===== src/rtl/regbank_access_sched.sv =====
// Register bank of M+1 N-bit entries shared by NREQ requesters, one access per grant, with an INIT clear sweep.
// Optional macro REGBANK_RR_FAIR_EN: round-robin arbitration; when undefined, fixed priority (lowest index wins).
module regbank_access_sched #(
    parameter int             N     = 4,
    parameter int             M     = 15,
    parameter int             NREQ  = 4,
    parameter logic [N-1:0]   VALUE = '0,
    parameter int             AW    = $clog2(M + 1)
) (
    input  logic                    clk_i,
    input  logic                    rst_i,
    input  logic                    clr_i,
    input  logic [NREQ-1:0]         req_i,
    input  logic [NREQ-1:0]         we_i,
    input  logic [AW-1:0]           addr_i  [0:NREQ-1],
    input  logic [N-1:0]            wdata_i [0:NREQ-1],
    output logic [NREQ-1:0]         gnt_o,
    output logic                    rvalid_o,
    output logic [$clog2(NREQ)-1:0] rid_o,
    output logic [N-1:0]            rdata_o,
    output logic                    err_o,
    output logic                    busy_o,
    output logic [N-1:0]            rf_o [0:M]
);
    localparam int IW = $clog2(NREQ);

    typedef enum logic [1:0] {
        S_INIT   = 2'd0,
        S_IDLE   = 2'd1,
        S_ACCESS = 2'd2
    } state_e;

    state_e        state_q;
    logic [AW-1:0] ptr_q;
    logic [IW-1:0] gid_q;
    logic [N-1:0]  rf_q [0:M];

`ifdef REGBANK_RR_FAIR_EN
    logic [IW-1:0] rr_q;
`endif

    // Inputs of the requester currently holding the grant.
    logic          sel_req;
    logic          sel_we;
    logic          sel_bad;
    logic [AW-1:0] sel_addr;
    logic [N-1:0]  sel_wdata;

    assign sel_req   = req_i[gid_q];
    assign sel_we    = we_i[gid_q];
    assign sel_addr  = addr_i[gid_q];
    assign sel_wdata = wdata_i[gid_q];

    // A bank that fills the whole address space has no out-of-range index.
    generate
        if (M + 1 == (1 << AW)) begin : g_full_range
            assign sel_bad = 1'b0;
        end else begin : g_part_range
            assign sel_bad = (sel_addr > AW'(M));
        end
    endgenerate

    logic          win_vld;
    logic [IW-1:0] win_id;

    always_comb begin
        int cand;
        win_vld = 1'b0;
        win_id  = '0;
        cand    = 0;
        for (int i = 0; i < NREQ; i++) begin
`ifdef REGBANK_RR_FAIR_EN
            cand = (int'(rr_q) + i) % NREQ;
`else
            cand = i;
`endif
            if (!win_vld && req_i[cand]) begin
                win_vld = 1'b1;
                win_id  = IW'(cand);
            end
        end
    end

    always_ff @(posedge clk_i) begin
        if (rst_i) begin
            state_q  <= S_INIT;
            ptr_q    <= '0;
            gid_q    <= '0;
`ifdef REGBANK_RR_FAIR_EN
            rr_q     <= '0;
`endif
            gnt_o    <= '0;
            rvalid_o <= 1'b0;
            rid_o    <= '0;
            rdata_o  <= VALUE;
            err_o    <= 1'b0;
            busy_o   <= 1'b1;
        end else begin
            gnt_o    <= '0;
            rvalid_o <= 1'b0;
            err_o    <= 1'b0;
            case (state_q)
                S_INIT: begin
                    if (ptr_q == AW'(M)) begin
                        state_q <= S_IDLE;
                        ptr_q   <= '0;
                        busy_o  <= 1'b0;
                    end else begin
                        ptr_q <= ptr_q + AW'(1);
                    end
                end
                S_IDLE: begin
                    if (clr_i) begin
                        state_q <= S_INIT;
                        ptr_q   <= '0;
                        busy_o  <= 1'b1;
                    end else if (win_vld) begin
                        state_q <= S_ACCESS;
                        gid_q   <= win_id;
                        gnt_o   <= NREQ'(1) << win_id;
`ifdef REGBANK_RR_FAIR_EN
                        rr_q    <= IW'((int'(win_id) + 1) % NREQ);
`endif
                    end
                end
                S_ACCESS: begin
                    state_q <= S_IDLE;
                    // A requester that dropped req before this edge cancels its access.
                    if (sel_req) begin
                        err_o <= sel_bad;
                        if (!sel_we) begin
                            rvalid_o <= 1'b1;
                            rid_o    <= gid_q;
                            rdata_o  <= sel_bad ? VALUE : rf_q[sel_addr];
                        end
                    end
                end
                default: begin
                    state_q <= S_INIT;
                    ptr_q   <= '0;
                    busy_o  <= 1'b1;
                end
            endcase
        end
    end

    // Bank storage has no reset of its own; the INIT sweep clears it.
    always_ff @(posedge clk_i) begin
        if (!rst_i) begin
            if (state_q == S_INIT) begin
                rf_q[ptr_q] <= VALUE;
            end else if (state_q == S_ACCESS && sel_req && sel_we && !sel_bad) begin
                rf_q[sel_addr] <= sel_wdata;
            end
        end
    end

    assign rf_o = rf_q;

endmodule


===== config.mk =====
export PLATFORM = sky130hd
export DESIGN_NAME = regbank_access_sched
export DESIGN_NICKNAME = d
export VERILOG_FILES = /design/src/rtl/regbank_access_sched.sv
export SDC_FILE = /design/constraint.sdc
export NUM_CORES = 1
export LEC_CHECK = 0
export CAP_MARGIN = 0
export CORE_MARGIN = 2
export CORE_UTILIZATION = 40
export DETAILED_ROUTE_END_ITERATION = 10
export MAX_ROUTING_LAYER = met4
export PLACE_DENSITY_LB_ADDON = 0.05
export SLEW_MARGIN = 20
export SYNTH_ARGS = -nofsm -noshare
export SYNTH_HDL_FRONTEND = slang
export SYNTH_SLANG_ARGS = --single-unit

===== constraint.sdc =====
create_clock -name clk_i -period 2.6 [get_ports clk_i]
set_clock_uncertainty 0.2 [all_clocks]
set_input_delay 0.26 -clock clk_i [delete_from_list [all_inputs] [get_ports clk_i]]
set_output_delay 0.26 -clock clk_i [all_outputs]
set_load 0.05 [all_outputs]

==> metrics.cfg <==
[floorplan]
core_um2=11900
die_area_um2=12900
io_pins=120
placementRows=40
fp.dieW_um=114
start_util_pct=40.6
die_h_um=114

[clock_network]
holdBufCountCts=0
numCtsBuffers=9
clk_path_buf_depth=2
path_clk_slew_ns=0.06
clock_latency_ns=0.34
cts_sinks=84
cts_root_buf=clkbuf_16
cts_tree=yes
cts_resized=0
h-tree-depth=3
cts_setup_buffers=0

[worst_setup_path]
critPathRequiredTime_ns=2.46
r2r_slack_ns=0.08
end_kind=flop
ff2ff_path_depth=6
worst-setup-path-type=reg -> reg
worstPathMaxFanout=5
r2r_start=gid_q[0]
r2r-end=rf_o[4]
worstSetupStartpointType=flop
worstPathArrival_ns=2.38

[placed_design]
port-buffer-count=118
place_congestion=0.866
hpwl_um=10700
dp.cells=707
pre_cts_ws_ns=-0.140

[cells_and_area]
fin_nets=618
fin_cells=723
drive_gt1_share_pct=16.7
final_cell_mix=clkdlybuf4s50_1, edfxtp_1, buf_4
n_antenna_cell=0
layout_commonest_cell=clkdlybuf4s50_1
nFillCells=1056
area_growth_pct=39.7

[route]
wirelength_um=14000
drtPass1Iterations=4
vias=3989
wl_per_cell_um=19.4
drc=0
via_per_inst=5.52
drt_iter0_markers=270
antenna_left=0

[synth]
syn_area_per_cell_um2=11.6
syn_inst=414
ys.flop_type=edfxtp_1
synth_nets=461
yosys_warnings=0
ys_types=49
synth_edf_count=64
yosysSeqAreaShare_pct=48.3
synth_area_um2=4810
async_flop_share_pct=0
synth-seq-cells=84

[min_path]
holdPathEnd=busy_o
hold_start=busy_o
hp-class=reg -> reg
holdPathStages=2

[sta]
maxSlewViolCount=0
period_needed_ns=2.52
hold_viol_final=0
final-setup-viol-count=0
max_slew.worst_pin.slew_ns=0.520
setup_ws_ns=0.0835
slew_headroom_pct=65.3
fmax_ghz=0.397
rsz0062_at_grt=false
fin_crit_sh_pct=96.8
setup_tns_ns=0

[power]
power.total_uw=3670
ir_worst_vdd_uv=266
clkPwrFrac_pct=34.8
p_per_area_nw_per_um2=546
p_int_uw=2610
switching_share_pct=28.8
share_seq_of_total_power_pct=44.0
combPwrFrac_pct=21.2
p_leak_uw=0.00271
switching_power_uw=1060

[global_route]
grt_max_degree=26
grt-ovfl-total=0
antenna_found_initial=0
track_usage_pct=22.6
grt_first_pass_wirelength_um=21700
first_global_vias=4024

[job]
maxCapViolCount=0

[outcome]
status=completed

power groups by stage:
stage          clock network (uW)  logic, uW  registers (uW)
3_5_place_dp                    0        779            1640
3_3_place_gp                    0        771            1640
5_1_grt                      1340        820            1620
4_1_cts                      1290        782            1610
2_1_floorplan                   0        258            1850
6_report                     1280        779            1610
worst max path at each step:
stage | depth (start not counted) | from | slack, ns | end
after floorplan | 6 | gid_q[0] | 0.14 | rf_o[4]
after global placement | 7 | addr_i[10] | -0.09 | rf_o[58]
after detailed placement | 7 | addr_i[10] | -0.14 | rf_o[58]
after CTS | 6 | gid_q[0] | 0.05 | rf_o[59]
after global routing | 8 | gid_q[0] | 0.0005 | rdata_o[0]
final | 6 | gid_q[0] | 0.08 | rf_o[4]
synth_stat cells, types with 2 or more instances:
master,count,area share [%]
nor2_1,48,3.7
buf_6,6,1.4
nor3b_2,3,0.78
and2_1,6,0.78
nor2b_1,2,0.26
edfxtp_1,64,40
clkbuf_1,14,1.1
or2_2,3,0.39
ha_1,4,1.0
o21ai_0,14,1.5
buf_2,6,0.62
mux2i_1,49,10
nor3_1,5,0.52
nand3_1,2,0.21
inv_1,10,0.78
a211oi_1,3,0.47
a21oi_1,23,2.4
nor3_4,3,1.0
dfxtp_1,20,8.3
a31oi_1,5,0.65
a22o_1,52,9.5
mux4_1,5,2.7
o221ai_1,4,0.73
buf_4,2,0.31
o22ai_1,4,0.52
nand2_1,19,1.5
a211oi_2,2,0.52
nand2b_1,9,1.2
buf_12,3,1.2
mux4_2,5,2.3
cell type report:
cell class | count | area, um2 | share of cell area (%)
Inverter | 10 | 37.5 | 0.559
Multi-Input combinational cell | 288 | 2220 | 33.1
Sequential cell | 84 | 2320 | 34.6
Clock buffer | 11 | 233 | 3.46
Clock inverter | 5 | 61.3 | 0.912
Timing Repair Buffer | 178 | 1660 | 24.7
Tap cell | 147 | 184 | 2.74
kinds of logic after synthesis:
family,count (synthesis),synth area share (%)
fa+ha+maj,4,1.04
flops,84,48.3
compound gates,110,16.7
buf+inv,42,5.54
mux,60,15.5
simple gates,113,12.8
other cells,1,0.0779
sequential cells by signal (all words and copies together), names as in the netlist:
name / flops
rf_o: 64
gnt_o: 4
gid_q: 2
busy_o: 1
rvalid_o: 1
state_q: 2
rdata_o: 4
rid_o: 2
ptr_q: 4
per-stage QoR:
step	cell area (um2)	utilization [%]	hold WS (ns)
6_report	6720	56.6	0.267
5_1_grt	6720	56.6	0.288
4_1_cts	6720	56.6	0.270
3_5_place_dp	6420	54.1	0.260
3_3_place_gp	6420	54.1	0.253
2_1_floorplan	4810	-	0.139
critical path, cell delays in order (launching register included):
cell      delay [ns]
dfxtp_1         0.43
buf_4           0.18
mux4_2          0.57
nand2b_4        0.21
or2_2           0.30
a21oi_1         0.18
buf_4           0.17
per-layer routing:
layer / up-vias / share of wire [%] / global-route usage (%)
li1: 1890 / - / -
met1: 1957 / 48 / 31.4
met2: 128 / 46 / 34.8
met3: 14 / 4.9 / 2.66
met4: 0 / 1.1 / 7.32
met5: - / 0 / -
Note: power is estimated with default switching activity, not from simulation.
